===== src/rtl/spi_cipher_pkg.sv =====
// Shared definitions for the SPI cipher controller: opcodes, FSM encoding,
// status byte layout and small decode helpers.
package spi_cipher_pkg;

   typedef enum logic [2:0] {
      ST_IDLE    = 3'd0,
      ST_RX_CMD  = 3'd1,
      ST_RX_DATA = 3'd2,
      ST_ARM     = 3'd3,
      ST_RUN     = 3'd4
   } state_t;

   localparam logic [7:0] OP_STATUS  = 8'h00;
   localparam logic [7:0] OP_ECB_ENC = 8'h01;
   localparam logic [7:0] OP_ECB_DEC = 8'h02;
   localparam logic [7:0] OP_CBC_ENC = 8'h03;
   localparam logic [7:0] OP_CBC_DEC = 8'h04;
   localparam logic [7:0] OP_LOAD_IV = 8'h05;

   localparam int STAT_BUSY = 7;
   localparam int STAT_RV   = 6;
   localparam int STAT_ERR  = 5;

   // Opcodes that launch the external cipher core.
   function automatic logic is_cipher_op(input logic [7:0] op);
      return (op == OP_ECB_ENC) || (op == OP_ECB_DEC) ||
             (op == OP_CBC_ENC) || (op == OP_CBC_DEC);
   endfunction

   // Status byte shifted out during the command phase; low bits read as zero.
   function automatic logic [7:0] status_byte(input logic busy, input logic rv,
                                              input logic err);
      logic [7:0] s;
      s            = 8'h00;
      s[STAT_BUSY] = busy;
      s[STAT_RV]   = rv;
      s[STAT_ERR]  = err;
      return s;
   endfunction

endpackage


===== src/rtl/spi_cipher_ctrl_if.sv =====
// SPI pins, status outputs and cipher-core handshake bundled together.
// slave = controller view, master = host/core-side view.
interface spi_cipher_ctrl_if #(parameter int BLOCK_W = 64);
   logic               cs_n;
   logic               mosi;
   logic               miso;
   logic               busy;
   logic               err;
   logic               core_start;
   logic               core_encrypt;
   logic [BLOCK_W-1:0] core_text_in;
   logic               core_done;
   logic [BLOCK_W-1:0] core_text_out;

   modport slave (
      input  cs_n, mosi, core_done, core_text_out,
      output miso, busy, err, core_start, core_encrypt, core_text_in
   );

   modport master (
      output cs_n, mosi, core_done, core_text_out,
      input  miso, busy, err, core_start, core_encrypt, core_text_in
   );
endinterface


===== src/rtl/spi_cipher_ctrl_shift.sv =====
// Serial-in, parallel-out shift register (MSB first) for the received block.
module shift_register #(
   parameter int WIDTH = 64
) (
   input  logic             clk,
   input  logic             rst,
   input  logic             shift_en,
   input  logic             sin,
   output logic [WIDTH-1:0] q
);

   logic [WIDTH-1:0] sr_q, sr_d;

   // Shift one bit in at the LSB end when enabled, otherwise hold.
   always_comb begin
      sr_d = sr_q;
      if (shift_en) begin
         sr_d = {sr_q[WIDTH-2:0], sin};
      end
   end

   // Register update with asynchronous clear.
   always_ff @(posedge clk or posedge rst) begin
      if (rst) begin
         sr_q <= '0;
      end else begin
         sr_q <= sr_d;
      end
   end

   assign q = sr_q;

endmodule


===== src/rtl/spi_cipher_ctrl.sv =====
// SPI front end for an external block-cipher core: receives command + block
// frames, runs ECB/CBC around the core, and streams status/result on miso.
module spi_cipher_ctrl
   import spi_cipher_pkg::*;
#(
   parameter int                 BLOCK_W  = 64,
   parameter logic [BLOCK_W-1:0] IV_RESET = '0
) (
   input logic              clk,
   input logic              rst,
   spi_cipher_ctrl_if.slave bus
);

   localparam int CNT_W = $clog2(BLOCK_W + 1);

   state_t             state_q, state_d;
   logic [3:0]         cmd_cnt_q, cmd_cnt_d;
   logic [CNT_W-1:0]   data_cnt_q, data_cnt_d;
   logic [7:0]         cmd_q, cmd_d;
   logic [7:0]         stat_q, stat_d;
   logic               ign_q, ign_d;
   logic               miso_q, miso_d;
   logic               err_q, err_d;
   logic               rv_q, rv_d;
   logic               start_q, start_d;
   logic               enc_q, enc_d;
   logic [BLOCK_W-1:0] tin_q, tin_d;
   logic [BLOCK_W-1:0] result_q, result_d;
   logic [BLOCK_W-1:0] chain_q, chain_d;

   logic               busy;
   logic               data_shift_en;
   logic               frame_full;
   logic               data_read_out;
   logic [7:0]         status_now;
   logic [7:0]         stat_sh;
   logic [BLOCK_W-1:0] result_sh;
   logic [BLOCK_W-1:0] data;

   assign busy       = (state_q == ST_ARM) || (state_q == ST_RUN);
   assign status_now = status_byte(busy, rv_q, err_q);
   assign stat_sh    = stat_q << cmd_cnt_q;
   assign result_sh  = result_q << data_cnt_q;
   assign frame_full = (data_cnt_q == CNT_W'(BLOCK_W));
   assign data_read_out = !bus.cs_n && (cmd_cnt_q == 4'd8) &&
                          (data_cnt_q == CNT_W'(BLOCK_W - 1));

   shift_register #(.WIDTH(BLOCK_W)) u_data_sr (
      .clk      (clk),
      .rst      (rst),
      .shift_en (data_shift_en),
      .sin      (bus.mosi),
      .q        (data)
   );

   // Frame bit counting, command capture and miso stream; runs for every
   // frame, including ones that arrive while the core is busy.
   always_comb begin
      cmd_cnt_d     = cmd_cnt_q;
      data_cnt_d    = data_cnt_q;
      cmd_d         = cmd_q;
      stat_d        = stat_q;
      ign_d         = ign_q;
      miso_d        = 1'b0;
      data_shift_en = 1'b0;
      if (bus.cs_n) begin
         cmd_cnt_d  = '0;
         data_cnt_d = '0;
         ign_d      = 1'b0;
      end else begin
         if (busy) begin
            ign_d = 1'b1;
         end
         if (cmd_cnt_q != 4'd8) begin
            cmd_cnt_d = cmd_cnt_q + 4'd1;
            if (!ign_q && (state_q == ST_IDLE || state_q == ST_RX_CMD)) begin
               cmd_d = {cmd_q[6:0], bus.mosi};
            end
            // Status is frozen at the first bit so the byte reads consistently.
            if (cmd_cnt_q == 4'd0) begin
               stat_d = status_now;
               miso_d = status_now[7];
            end else begin
               miso_d = stat_sh[7];
            end
         end else if (!frame_full) begin
            data_cnt_d    = data_cnt_q + CNT_W'(1);
            data_shift_en = (state_q == ST_RX_DATA);
            miso_d        = result_sh[BLOCK_W-1];
         end
      end
   end

   // Control FSM: frame decode on cs_n rise, core launch and completion.
   always_comb begin
      state_d  = state_q;
      err_d    = err_q;
      rv_d     = rv_q;
      enc_d    = enc_q;
      tin_d    = tin_q;
      result_d = result_q;
      chain_d  = chain_q;
      if (data_read_out) begin
         rv_d = 1'b0;
      end
      case (state_q)
         ST_IDLE: begin
            if (!bus.cs_n && !ign_q) begin
               state_d = ST_RX_CMD;
            end
         end
         ST_RX_CMD: begin
            if (bus.cs_n) begin
               err_d   = 1'b1;
               state_d = ST_IDLE;
            end else if (cmd_cnt_q == 4'd7) begin
               state_d = ST_RX_DATA;
            end
         end
         ST_RX_DATA: begin
            if (bus.cs_n) begin
               state_d = ST_IDLE;
               if (!frame_full) begin
                  err_d = 1'b1;
               end else if (is_cipher_op(cmd_q)) begin
                  state_d = ST_ARM;
                  enc_d   = (cmd_q == OP_ECB_ENC) || (cmd_q == OP_CBC_ENC);
                  tin_d   = (cmd_q == OP_CBC_ENC) ? (data ^ chain_q) : data;
               end else if (cmd_q == OP_LOAD_IV) begin
                  chain_d = data;
               end else if (cmd_q == OP_STATUS) begin
                  err_d = 1'b0;
               end else begin
                  err_d = 1'b1;
               end
            end
         end
         ST_ARM: begin
            state_d = ST_RUN;
         end
         ST_RUN: begin
            if (bus.core_done) begin
               state_d  = ST_IDLE;
               rv_d     = 1'b1;
               result_d = (cmd_q == OP_CBC_DEC) ? (bus.core_text_out ^ chain_q)
                                                : bus.core_text_out;
               if (cmd_q == OP_CBC_ENC) begin
                  chain_d = bus.core_text_out;
               end else if (cmd_q == OP_CBC_DEC) begin
                  chain_d = data;
               end
            end
         end
         default: begin
            state_d = ST_IDLE;
         end
      endcase
      // A frame that opens while the core is in flight is an error.
      if (!bus.cs_n && busy) begin
         err_d = 1'b1;
      end
      start_d = (state_d == ST_ARM);
   end

   // FSM state register.
   always_ff @(posedge clk or posedge rst) begin
      if (rst) begin
         state_q <= ST_IDLE;
      end else begin
         state_q <= state_d;
      end
   end

   // Frame, datapath and output registers.
   always_ff @(posedge clk or posedge rst) begin
      if (rst) begin
         cmd_cnt_q  <= '0;
         data_cnt_q <= '0;
         cmd_q      <= '0;
         stat_q     <= '0;
         ign_q      <= 1'b0;
         miso_q     <= 1'b0;
         err_q      <= 1'b0;
         rv_q       <= 1'b0;
         start_q    <= 1'b0;
         enc_q      <= 1'b0;
         tin_q      <= '0;
         result_q   <= '0;
         chain_q    <= IV_RESET;
      end else begin
         cmd_cnt_q  <= cmd_cnt_d;
         data_cnt_q <= data_cnt_d;
         cmd_q      <= cmd_d;
         stat_q     <= stat_d;
         ign_q      <= ign_d;
         miso_q     <= miso_d;
         err_q      <= err_d;
         rv_q       <= rv_d;
         start_q    <= start_d;
         enc_q      <= enc_d;
         tin_q      <= tin_d;
         result_q   <= result_d;
         chain_q    <= chain_d;
      end
   end

   assign bus.miso         = miso_q;
   assign bus.busy         = busy;
   assign bus.err          = err_q;
   assign bus.core_start   = start_q;
   assign bus.core_encrypt = enc_q;
   assign bus.core_text_in = tin_q;

endmodule


===== src/flat_wrapper.sv =====
// flat-port wrapper written by rule: the top's interface ports become plain ports
module spi_cipher_ctrl_flat import spi_cipher_pkg::*;
#(
   parameter int                 BLOCK_W  = 64,
   parameter logic [BLOCK_W-1:0] IV_RESET = '0
)
  (clk, rst, bus_cs_n, bus_mosi, bus_core_done, bus_core_text_out, bus_miso, bus_busy, bus_err, bus_core_start, bus_core_encrypt, bus_core_text_in);
  spi_cipher_ctrl_if #(.BLOCK_W(BLOCK_W)) bus_i ();
  input logic clk;
  input logic rst;
  input wire logic [$bits(bus_i.cs_n)-1:0] bus_cs_n;
  input wire logic [$bits(bus_i.mosi)-1:0] bus_mosi;
  input wire logic [$bits(bus_i.core_done)-1:0] bus_core_done;
  input wire logic [$bits(bus_i.core_text_out)-1:0] bus_core_text_out;
  output wire logic [$bits(bus_i.miso)-1:0] bus_miso;
  output wire logic [$bits(bus_i.busy)-1:0] bus_busy;
  output wire logic [$bits(bus_i.err)-1:0] bus_err;
  output wire logic [$bits(bus_i.core_start)-1:0] bus_core_start;
  output wire logic [$bits(bus_i.core_encrypt)-1:0] bus_core_encrypt;
  output wire logic [$bits(bus_i.core_text_in)-1:0] bus_core_text_in;
  assign bus_i.cs_n = bus_cs_n;
  assign bus_i.mosi = bus_mosi;
  assign bus_i.core_done = bus_core_done;
  assign bus_i.core_text_out = bus_core_text_out;
  assign bus_miso = bus_i.miso;
  assign bus_busy = bus_i.busy;
  assign bus_err = bus_i.err;
  assign bus_core_start = bus_i.core_start;
  assign bus_core_encrypt = bus_i.core_encrypt;
  assign bus_core_text_in = bus_i.core_text_in;
  spi_cipher_ctrl #(.BLOCK_W(BLOCK_W), .IV_RESET(IV_RESET)) u_core (.clk(clk), .rst(rst), .bus(bus_i));
endmodule

===== config.mk =====
export PLATFORM = sky130hd
export DESIGN_NAME = spi_cipher_ctrl_flat
export DESIGN_NICKNAME = d
export VERILOG_FILES = /design/src/rtl/spi_cipher_pkg.sv /design/src/rtl/spi_cipher_ctrl_if.sv /design/src/rtl/spi_cipher_ctrl_shift.sv /design/src/rtl/spi_cipher_ctrl.sv /design/src/flat_wrapper.sv
export SDC_FILE = /design/constraint.sdc
export NUM_CORES = 1
export LEC_CHECK = 0
export BUFFER_PORTS_ARGS = -buffer_cell sky130_fd_sc_hd__buf_2
export CAP_MARGIN = 20
export CORE_UTILIZATION = 40
export DETAILED_ROUTE_END_ITERATION = 16
export PLACE_DENSITY = 0.55
export RECOVER_POWER = 100
export SETUP_SLACK_MARGIN = 0.1
export SYNTH_ARGS = -nofsm -noshare
export SYNTH_HDL_FRONTEND = slang
export SYNTH_SLANG_ARGS = --single-unit
export TNS_END_PERCENT = 30

===== constraint.sdc =====
create_clock -name clk -period 11.2 [get_ports clk]
set_input_delay 0.56 -clock clk [delete_from_list [all_inputs] [get_ports clk]]
set_output_delay 0.56 -clock clk [all_outputs]
set_load 0.1 [all_outputs]

== Yosys cells after proc, flatten, opt, wreduce, memory -nomap -nowiden ==
Cells that the tools add are included.
W data, S select, Z words.

* Register bits: 287
* Bits in latches: 0
* Memory bits (writable): 0
* Bits in read-only memories: 0
* Bits of input ports: 69
* Output and inout bits: 69
* Logic and storage cells: 119
* Memories kept: 0

* Add/sub/neg operators: 2
* $mul: 0
* Divide/modulo/power cells: 0
* Magnitude comparators: 0
* Eq/ne operators: 27
* Shift operators: 2
* Muxes and demuxes: 43
* Bitwise operators: 3
* Reductions and logical operators: 27

{| class="wikitable"
|+ Operators with widths
! operator !! count
|-
| $mux W64 || 9
|-
| $pmux W64 S2 || 1
|-
| $xor A64 B64 Y64 || 2
|-
| $shl A64 B7 Y64 || 1
|-
| $mux W7 || 3
|-
| $mux W1 || 19
|-
| $mux W3 || 6
|-
| $eq A8 B2 Y1 const B || 2
|-
| $eq A8 B3 Y1 const B || 2
|-
| $pmux W3 S5 || 1
|-
| $ne A2 B2 Y1 const B || 6
|-
| $ne A4 B4 Y1 const B || 3
|-
| $eq A3 B2 Y1 const B || 3
|-
| $ne A3 B3 Y1 const B || 3
|-
| $eq A8 B1 Y1 const B || 1
|-
| $logic_not A8 Y1 || 1
|-
| $mux W4 || 2
|-
| $shl A8 B4 Y8 || 1
|-
| $add A7 B1 Y7 const B || 1
|-
| $eq A7 B6 Y1 const B || 1
|-
| $eq A7 B7 Y1 const B || 1
|-
| $reduce_and A7 Y1 || 1
|-
| $logic_or A1 B1 Y1 || 6
|-
| $reduce_and A3 Y1 || 2
|-
| other kinds (18) || 26
|}

== Depth between registers and ports, before layout ==
Gate-level depths: netlist of run 1.

* Word-level depth: 9
* Depth in mapped cells: 12
* Depth with buffers taken out: 8

== By module ==
From an unflattened synthesis of run 1, not the netlist that was laid out.

* Cells, all modules: 1,235
* Area total of the unflattened synthesis: 14,176.1 um^2

{| class="wikitable"
|+ Modules (own cells, without submodules)
! module !! instances !! cells each !! area an instance (um^2) !! sequential area each (um^2)
|-
| spi_cipher_ctrl || 1 || 1,099 || 11,493.5 || 5,580.4
|-
| shift_register || 1 || 136 || 2,682.6 || 1,601.5
|}

== Least setup slack after synthesis of run 1 ==
OpenSTA, ideal clock, no wires.

* Path type: register to register
* Start point: register u_core.state_q[0]
* End point: register u_core.miso_q (netlist: u_core.bus.miso)
* Setup time: 65 ps
* Data arrival time: 3,423 ps
* Required time: 11,135 ps
* Path slack: 7,712 ps
* Stages on the path, launching flop included: 7
* Path buffers: 1
* Period minus slack after synthesis: 3,488 ps
* Path through: dfrtp_1 -> clkbuf_1 -> nand2_1 -> o21ai_0 -> mux2_2 -> a21oi_1 -> nand2_1

* Longest elaborated chain between the ends: 5
* Elaborated cells between the ends (all ways): 6
* Those cells by class: eq/ne (2); mux (3); reduce/logical (1)

{| class="wikitable"
|+ Ends and longest elaborated chain
! element !! RTL line !! RTL
|-
| start, declared || spi_cipher_ctrl.sv:16 || <nowiki>state_t state_q, state_d;</nowiki>
|-
| start signal, assigned || spi_cipher_ctrl.sv:170 || <nowiki>state_q <= state_d;</nowiki>
|-
| $eq A3 B2 Y1 or $eq A3 B3 Y1 (tied branches) || spi_cipher_ctrl.sv:40 || <nowiki>assign busy = (state_q == ST_ARM) || (state_q == ST_RUN);</nowiki>
|-
| $logic_or A1 B1 Y1 * || spi_cipher_ctrl.sv:40 ||
|-
| net bus_busy || flat_wrapper.sv:16 || <nowiki>output wire logic [$bits(bus_i.busy)-1:0] bus_busy;</nowiki>
|-
| $mux W1 * || spi_cipher_ctrl.sv:80 || <nowiki>if (cmd_cnt_q == 4'd0) begin</nowiki>
|-
| $mux W1 * || spi_cipher_ctrl.sv:74 || <nowiki>if (cmd_cnt_q != 4'd8) begin</nowiki>
|-
| $mux W1 * || spi_cipher_ctrl.sv:66 || <nowiki>if (bus.cs_n) begin</nowiki>
|-
| net u_core.miso_d || spi_cipher_ctrl.sv:22 || <nowiki>logic miso_q, miso_d;</nowiki>
|-
| end signal, assigned || spi_cipher_ctrl.sv:196 || <nowiki>miso_q <= miso_d;</nowiki>
|-
| end, declared || spi_cipher_ctrl.sv:22 ||
|}

Mark *: on every way through the listed nets, which the timed path passes. The rest lies on a longest branch.
A chain may end at the register's enable or synchronous reset.

==> impl_metrics.py, run 1 <==
metrics = {
    "route": {
        "wl_per_cell_um": 16.66,
        "via_count": 8902,
        "avgViaCountPerCell": 4.962,
        "drc_errors": 0,
        "drt-pass1-iter-count": 4,
        "drt_wl_total_mm": 29.89,
        "drt_iter0_drc": 354,
        "detail-route-antenna-nets": 0,
    },
    "yosys": {
        "avgSynthCellArea_um2": 11.29,
        "synth_top_family_by_area": "multiplexers",
        "ys_warn_count": 0,
        "synthMuxAreaShare_pct": 20.05,
        "synth_xor_xnor_area_share_pct": 8.619,
        "synth_top_flop_cell": "dfrtp_1",
        "yosys-top-cells-area": "dfrtp_1 52%, mux2_1 10%, xor2_1 8.4%",
        "synth_compound_area_share_pct": 5.703,
        "seq_area_frac_synth_pct": 51.96,
        "netlist_area_um2": 13820,
        "synth_seq_cells": 287,
        "synthDistinctLibCells": 46,
        "synth_common_cells": "287 x dfrtp_1, 144 x nor2_1, 139 x nand2_1",
        "synth_top_cell_area_share_pct": 51.96,
        "synth_fa_ha_area_share_pct": 0.3621,
        "synthSimpleGateAreaFrac_pct": 10.07,
        "syn_nets": 1297,
        "yosysMostFrequentCell": "dfrtp_1",
        "yosysTopAreaCell": "dfrtp_1",
        "async_flop_share_pct": 100.0,
        "synthCells": 1224,
        "synth_edf_count": 0,
    },
    "worst_setup_path": {
        "cp_max_fo": 87,
        "cp_data_arrival_time_ns": 5.69,
        "rrSetupSlack_ns": 5.42,
        "crit_path_start_kind": "primary input",
        "required_ns": 11.01,
        "rr_worst_depth": 5,
        "crit_path_end_kind": "async pin",
        "path_class": "primary input to async pin",
        "cp-startpoint": "rst",
        "reg2reg_to": "u_core.bus.core_text_in[47]$_DFFE_PP0P_",
        "cp-endpoint": "u_core.bus.core_text_in[56]$_DFFE_PP0P_",
        "timing.rr.start": "u_core.data_cnt_q[2]$_DFFE_PP0P_",
    },
    "power": {
        "switching_power_uw": 493.5,
        "clockPowerShare_pct": 45.4,
        "internal-power_uw": 1698,
        "power_density_nw_per_um2": 140.3,
        "combPwrFrac_pct": 5.1,
        "leakagePower_uw": 0.007172,
        "seq_power_share_pct": 49.5,
        "swShare_pct": 22.52,
        "peakVddDrop_uv": 143.9,
    },
    "timing": {
        "hold_violations": 0,
        "fin_worst_skew_ns": 0.01119,
        "fin_tns_setup_ns": 0,
        "fmax_ghz": 0.1700,
        "final_max_slew_viol_count": 524,
        "max_slew_margin_pct": -165.1,
        "worstMarginPinSlew_ns": 3.955,
        "setup_slack_ns": 5.318,
        "period_share_pct": 52.52,
        "grt_setup_unrepaired": "false",
        "setup_viol": 0,
        "fin_crit_ns": 5.882,
    },
    "flow_run": {
        "max_cap_violations": 9,
    },
    "floorplanning": {
        "core_um2": 33780,
        "initial_core_util_pct": 40.91,
        "chipWidth_um": 187.9,
        "die_area_um2": 35300,
        "rows": 67,
        "die_height_um": 187.9,
        "boundaryPins": 138,
    },
    "finish": {
        "regArea_um2": 7182,
        "n_fill_cell": 3194,
        "syn2layout_area_growth_pct": 13.04,
        "final_nets": 1399,
        "utilization_pct": 46.24,
        "drive_gt1_share_pct": 16.34,
        "multiInputGateArea_um2": 6168,
        "n_antenna_cell": 0,
    },
    "clock_network": {
        "cts_hold_buf": 0,
        "path_clk_slew_ns": 0.06,
        "htree_levels": 1,
        "cts_tree": "yes",
        "cts_setup_buffers": 0,
        "clockBufferDepth": 3,
        "cts_resized": 0,
        "cts_buffers": 31,
        "worstSkewPairLatency_ns": 0.56,
        "clkSinkCount": 287,
        "root_buffer": "clkbuf_16",
    },
    "placement": {
        "gp_congestion": 0.7298,
        "port_buffers": 137,
        "place_hpwl_mm": 18.94,
        "dpl_worst_slack_ns": 7.487,
    },
    "global_routing": {
        "grt_pass1_vias": 9187,
        "overflow": 0,
        "grt_pass1_wl_mm": 49.53,
        "grt_max_degree": 88,
        "grt_use_total_pct": 17.32,
        "antenna_found_initial": 0,
    },
    "outcome": {
        "failed_checks": "capacitance limit, slew limit",
        "status": "complete, but fails checks",
    },
    "worst_hold_path": {
        "hold_class": "primary input to flop",
        "min-delay-start": "bus_core_done",
    },
}
==> cell type report <==
cell class              count  share of cell area [%]
clock inverters             2                 0.08810
clock buffers              51                   6.279
well taps                 448                   3.588
multi-input cells         849                   39.48
inverters                   8                  0.2002
flip-flops and latches    287                   45.97
repair buffers            149                   4.389
==> power by group through the flow <==
| stage | Combinational, µW | Sequential [µW] | Clock [µW] |
|---|---|---|---|
| finish | 112 | 1080 | 994 |
| global route | 127 | 1090 | 1070 |
| CTS | 117 | 1090 | 1030 |
| detailed placement | 117 | 1100 | 0 |
| global placement | 115 | 1100 | 0 |
| floorplan | 77.4 | 1100 | 0 |
==> registers in the layout (all words and copies together) (netlist names) <==
name / cells
u_core.ign_q: 1
u_core.stat_q: 3
u_core.result_q: 64
u_core.chain_q: 64
u_core.bus.core_encrypt: 1
u_core.rv_q: 1
u_core.cmd_q: 8
u_core.bus.core_text_in: 64
u_core.bus.err: 1
u_core.bus.miso: 1
u_core.data_cnt_q: 7
u_core.state_q: 3
u_core.u_data_sr.q: 64
u_core.bus.core_start: 1
u_core.cmd_cnt_q: 4
==> cell usage in the layout (no fill, tap or decap), types with 3 or more instances in the layout <==
cell / count
buf_4: 5
mux4_2: 17
nand2_1: 139
mux2i_1: 8
nand3_1: 6
ha_1: 4
a21oi_1: 135
and3_1: 4
inv_1: 7
or3_1: 4
clkbuf_16: 31
nor3_1: 6
dfrtp_1: 287
clkbuf_1: 83
mux2_1: 126
clkbuf_8: 13
mux2_2: 79
xnor2_1: 3
nand4b_1: 4
xor2_1: 133
o21ai_0: 9
nand4_1: 3
nor2_1: 144
buf_2: 67
==> per-stage QoR <==
step	hold slack, ns	instances	area [µm²]	total power, µW
final	0.2626	1794	15620	2191
after global routing	0.2640	1794	15620	2286
after CTS	0.1024	1793	15760	2231
after detailed placement	0.4969	1740	14760	1221
after global placement	0.4900	1740	14760	1219
after floorplan	0.4647	1224	13820	1174
==> how the worst min path moves through the flow <==
stage               cells past startpoint                                      end
global route                            2              u_core.state_q[2]$_DFF_PP0_
floorplan                               2                    u_core.rv_q$_DFF_PP0_
detailed placement                      1             u_core.stat_q[5]$_DFFE_PP0P_
CTS                                     2  u_core.bus.core_text_in[22]$_DFFE_PP0P_
finish                                  2              u_core.state_q[2]$_DFF_PP0_
global placement                        1           u_core.chain_q[30]$_DFFE_PP0P_
==> worst max-delay path: stages <==
cell,delay (ns)
clkbuf_1,0.08
clkinvlp_2,2.19
clkbuf_1,2.76
==> routing by layer <==
layer	GRT usage [%]	wire length, µm	vias to the layer above
met2	27.65	13770	122
met3	2.414	981	42
met1	24.94	14580	4376
li1	-	-	4362
met4	3.971	552	0
met5	0	0	-
==> kinds of logic after synthesis <==
family,after synthesis
flops,287
mux,230
xor+xnor,136
fa+ha+maj,4
simple gates,327
buf+inv,88
compound gates,152
(Power assumes the default switching activity.)
==> run 2, diff against run 1 <==
- PLACE_DENSITY: 0.55 -> 0.57
- clock period: 11.2 -> 5.2 ns (I/O delays scaled with it)
==> impl_metrics.py, run 2 (synthesized netlist as in run 1, its figures left out) <==
metrics = {
    "clock_network": {
        "clkSinkCount": 287,
        "path_clk_slew_ns": 0.06,
        "htree_levels": 1,
        "clockBufferDepth": 3,
        "cts_resized": 0,
        "root_buffer": "clkbuf_16",
        "cts_buffers": 31,
        "cts_tree": "yes",
        "worstSkewPairLatency_ns": 0.55,
    },
    "worst_setup_path": {
        "cp_max_fo": 37,
        "cp_data_arrival_time_ns": 4.31,
        "required_ns": 5.63,
        "slowest_stage": "clkbuf_1",
        "rrSetupSlack_ns": 1.32,
        "crit_path_max_incr_delay_ns": 1.76,
        "critical_path.top_delay_family": "buffers and inverters",
        "crit_path_end_kind": "flop",
        "crit_path_start_kind": "flop",
        "path_buf_inv": 2,
        "path_class": "flop to flop",
        "path_cells": "inv_1 -> ha_1 -> nand4bb_1 -> nor3_1 -> nor4_4 -> clkbuf_1 -> mux2_2",
    },
    "route": {
        "drt_iter0_drc": 407,
        "detail-route-antenna-nets": 0,
        "avgViaCountPerCell": 4.989,
        "wl_per_cell_um": 16.38,
        "via_count": 9010,
        "drc_errors": 0,
        "drt-pass1-iter-count": 6,
        "drt_wl_total_mm": 29.57,
    },
    "global_routing": {
        "grt_max_degree": 137,
        "grt_pass1_wl_mm": 49.63,
        "grt_use_total_pct": 17.26,
        "overflow": 0,
        "antenna_found_initial": 4,
        "grt_pass1_vias": 9289,
    },
    "floorplanning": {
        "chipWidth_um": 187.9,
        "die_area_um2": 35300,
        "boundaryPins": 138,
        "rows": 67,
        "initial_core_util_pct": 40.91,
        "die_height_um": 187.9,
        "core_um2": 33780,
    },
    "power": {
        "clockPowerShare_pct": 46.1,
        "switching_power_uw": 1087,
        "leakagePower_uw": 0.007228,
        "internal-power_uw": 3695,
        "seq_power_share_pct": 48.9,
        "peakVddDrop_uv": 282.6,
        "combPwrFrac_pct": 5.0,
        "power_density_nw_per_um2": 303.4,
        "swShare_pct": 22.72,
    },
    "finish": {
        "final_nets": 1405,
        "stdcell_area_um2": 15760,
        "layout_common_cells": "287 x dfrtp_1, 144 x nor2_1, 139 x nand2_1",
        "utilization_pct": 46.65,
        "mostFrequentLayoutCell": "dfrtp_1",
        "drive_gt1_share_pct": 17.26,
        "syn2layout_area_growth_pct": 14.03,
    },
    "timing": {
        "fmax_ghz": 0.2576,
        "worstMarginPinSlew_ns": 2.417,
        "fin_crit_ns": 3.882,
        "fin_hold_ws_ns": 0.03136,
        "setup_viol": 0,
        "final_max_slew_viol_count": 436,
        "fin_worst_skew_ns": 0.01241,
        "setup_slack_ns": 1.318,
        "grt_setup_unrepaired": "false",
        "hold_violations": 0,
        "period_share_pct": 74.65,
        "fin_tns_setup_ns": 0,
        "max_slew_margin_pct": -61.12,
    },
    "worst_hold_path": {
        "hold_class": "primary input to flop",
    },
    "placement": {
        "dpl_worst_slack_ns": 2.015,
        "place_hpwl_mm": 18.54,
        "port_buffers": 137,
        "placed_area_um2": 14800,
        "gp_congestion": 0.7718,
    },
    "flow_run": {
        "max_cap_violations": 9,
    },
    "outcome": {
        "failed_checks": "capacitance limit, slew limit",
        "status": "complete, but fails checks",
    },
}
## run 2: through the flow
stage | total power (µW) | std cells
after floorplan | 2530 | 1224
after global placement | 2622 | 1742
after detailed placement | 2628 | 1742
after CTS | 4862 | 1802
after global routing | 4976 | 1805
final | 4781 | 1806
## run 2: final cells by class
cell class | count | area [µm²]
inverter | 8 | 31.28
sequential | 287 | 7182
tap | 448 | 560.5
fill | 3196 | 18020
multi-input combinational | 849 | 6192
timing repair buffer | 155 | 768.2
clock inverter | 11 | 108.9
clock buffer | 46 | 912.1
antenna | 2 | 5.005
## run 2: worst register-to-register path: stages, from the launching register on
cell and delay, ns:
dfrtp_1 0.70, inv_1 0.10, ha_1 0.19, nand4bb_1 0.14
nor3_1 0.14, nor4_4 0.25, clkbuf_1 1.76, mux2_2 0.49
## run 2: worst paths after layout
path	startpoint	end	depth (start not counted)
worst max-delay path	u_core.data_cnt_q[1]$_DFFE_PP0P_	u_core.u_data_sr.q[41]$_DFFE_PP0P_	7
worst min-delay path	bus_core_text_out[7]	u_core.result_q[7]$_DFFE_PP0P_	3
min in group asynchronous	rst	u_core.bus.core_text_in[23]$_DFFE_PP0P_	3
worst min register to register	u_core.stat_q[7]$_DFFE_PP0P_	u_core.stat_q[7]$_DFFE_PP0P_	1
worst max register to register	u_core.data_cnt_q[1]$_DFFE_PP0P_	u_core.u_data_sr.q[41]$_DFFE_PP0P_	7
max in group asynchronous	rst	u_core.chain_q[0]$_DFFE_PP0P_	5
## run 2: repair_timing
item	CTS	global route
setup endpoints to repair	0	0
hold endpoints to repair	34	0
buffers inserted	0	0
hold buffers	3	0
## run 2: routing by layer
metal	wire length, µm	vias to the layer above	track usage, %
met3	1423	43	3.088
met4	629	2	5.034
met2	13340	145	26.99
li1	-	4373	-
met1	14170	4447	24.50
met5	13	-	0
## run 2: power groups by stage
stage	Combinational [µW]	Clock, µW	Sequential [µW]
3_5_place_dp	249	0	2380
4_1_cts	253	2270	2340
3_3_place_gp	246	0	2380
2_1_floorplan	167	0	2360
5_1_grt	273	2360	2350
6_report	239	2200	2340
==> run 3, diff against run 2 <==
- PLACE_DENSITY: 0.57 -> 0.55
- clock period: 5.2 -> 4 ns (I/O delays scaled with it)
==> impl_metrics.py, run 3 (synthesized netlist as in run 1, its figures left out) <==
metrics = {
    "floorplanning": {
        "chipWidth_um": 187.9,
        "rows": 67,
        "boundaryPins": 138,
        "die_area_um2": 35300,
        "die_height_um": 187.9,
        "initial_core_util_pct": 40.91,
        "core_um2": 33780,
    },
    "timing": {
        "fmax_ghz": 0.3030,
        "fin_crit_ns": 3.301,
        "final_max_slew_viol_count": 194,
        "fin_hold_ws_ns": 0.03385,
        "setup_viol": 0,
        "max_slew_margin_pct": -29.05,
        "worstMarginPinSlew_ns": 1.936,
        "grt_setup_unrepaired": "false",
        "setup_slack_ns": 0.6993,
        "hold_violations": 0,
        "period_share_pct": 82.52,
        "fin_tns_setup_ns": 0,
        "fin_worst_skew_ns": 0.01852,
    },
    "clock_network": {
        "cts_tree": "yes",
        "clockBufferDepth": 3,
        "cts_setup_buffers": 0,
        "worstSkewPairLatency_ns": 0.51,
        "cts_buffers": 34,
        "path_clk_slew_ns": 0.06,
        "root_buffer": "clkbuf_16",
        "htree_levels": 2,
        "clkSinkCount": 287,
    },
    "route": {
        "avgViaCountPerCell": 4.962,
        "drt-pass1-iter-count": 4,
        "drt_iter0_drc": 515,
        "drc_errors": 0,
        "wl_per_cell_um": 16.37,
        "detail-route-antenna-nets": 0,
        "drt_wl_total_mm": 29.58,
        "via_count": 8967,
    },
    "worst_setup_path": {
        "crit_path_start_kind": "flop",
        "crit_path_end_kind": "flop",
        "crit_top_cell": "mux2_1",
        "crit_path_max_incr_delay_ns": 0.80,
        "cp_data_arrival_time_ns": 3.68,
        "path_class": "flop to flop",
        "slowest_stage": "and3_2",
        "path_cells": "or4_4 -> nor2_4 -> and4b_2 -> and3_2 -> buf_12 -> mux2_1 -> mux2_1",
        "critical_path.top_delay_family": "simple AND/OR/NAND/NOR gates",
        "cp_max_fo": 33,
        "path_buf_inv": 1,
        "required_ns": 4.38,
    },
    "placement": {
        "place_hpwl_mm": 19.17,
        "dpl_worst_slack_ns": 0.9653,
        "port_buffers": 137,
        "dp_cells": 1747,
        "gp_congestion": 0.7504,
    },
    "finish": {
        "final_nets": 1411,
        "drive_gt1_share_pct": 17.37,
        "n_fill_cell": 3200,
        "n_antenna_cell": 0,
        "utilization_pct": 46.74,
        "syn2layout_area_growth_pct": 14.24,
        "mostFrequentLayoutCell": "dfrtp_1",
        "layout_common_cells": "287 x dfrtp_1, 143 x nor2_1, 139 x nand2_1",
        "final_cells": 1807,
    },
    "global_routing": {
        "grt_pass1_wl_mm": 49.33,
        "grt_max_degree": 140,
        "grt_pass1_vias": 9146,
        "antenna_found_initial": 2,
        "grt_use_total_pct": 17.22,
        "overflow": 0,
    },
    "power": {
        "clockPowerShare_pct": 46.5,
        "switching_power_uw": 1406,
        "peakVddDrop_uv": 244.9,
        "power_density_nw_per_um2": 397.1,
        "swShare_pct": 22.43,
        "leakagePower_uw": 0.007252,
        "combPwrFrac_pct": 5.0,
        "seq_power_share_pct": 48.5,
        "internal-power_uw": 4863,
    },
    "flow_run": {
        "max_cap_violations": 3,
    },
    "outcome": {
        "failed_checks": "capacitance limit, slew limit",
        "status": "complete, but fails checks",
    },
    "worst_hold_path": {
        "hold_class": "primary input to flop",
    },
}
## run 3: changes by cell type in the layout (fill, tap and decap cells not counted), sizes merged
cell    change
clkinv      -4
clkbuf      +6
diode       -2
inv         -1
bufinv      -2
buf         +4
## run 3: routing by layer
metal	GRT usage, %	vias up	routed length (µm)
li1	-	4377	-
met1	24.91	4388	14360
met2	26.48	150	13310
met3	2.995	48	1286
met4	4.816	4	599
met5	0	-	26
## run 3: final cells by class
type	count	area [µm²]	share of cell area, %
clock buffers	53	1026	6.498
clock inverters	4	20.02	0.1268
inverters	8	31.28	0.1981
multi-input cells	849	6197	39.25
flip-flops and latches	287	7182	45.49
well taps	448	560.5	3.550
repair buffers	158	772.0	4.889
## run 3: worst register-to-register path, delay by kind of cell (launching register included)
kind	cells	cell delay (ns)
DFF	1	0.39
muxes	2	0.66
and+or+nand+nor	4	1.78
buffers and inverters	1	0.33
## run 3: repair_timing
action                                  CTS  global route
hold endpoints to repair                 15             0
gates resized for setup                   0             0
hold buffers                              3             0
endpoints found under the setup margin    0             0
## run 3: final timing paths
kind	start	endpoint	slack (ns)	cells after the start
worst max register to register	u_core.cmd_q[5]$_DFFE_PP0P_	u_core.chain_q[63]$_DFFE_PP0P_	0.70	7
worst min-delay path	bus_core_text_out[8]	u_core.result_q[8]$_DFFE_PP0P_	0.03	3
worst max-delay path	u_core.cmd_q[5]$_DFFE_PP0P_	u_core.chain_q[63]$_DFFE_PP0P_	0.70	7
max in group asynchronous	rst	u_core.chain_q[57]$_DFFE_PP0P_	1.24	4
min in group asynchronous	rst	u_core.bus.core_text_in[24]$_DFFE_PP0P_	0.36	3
worst min register to register	u_core.stat_q[7]$_DFFE_PP0P_	u_core.stat_q[7]$_DFFE_PP0P_	0.50	1
## run 3: power by group through the flow
stage	Combinational (µW)	Clock, µW	Sequential, µW
floorplan	217	0	3070
global placement	322	0	3090
detailed placement	325	0	3090
CTS	329	3010	3040
global route	357	3140	3050
finish	313	2910	3040
## run 3: stage by stage
step                      area, µm²  power (µW)
after global routing          15790        6552
final                         15790        6270
after CTS                     15920        6375
after detailed placement      14850        3417
after floorplan               13820        3288
after global placement        14850        3409
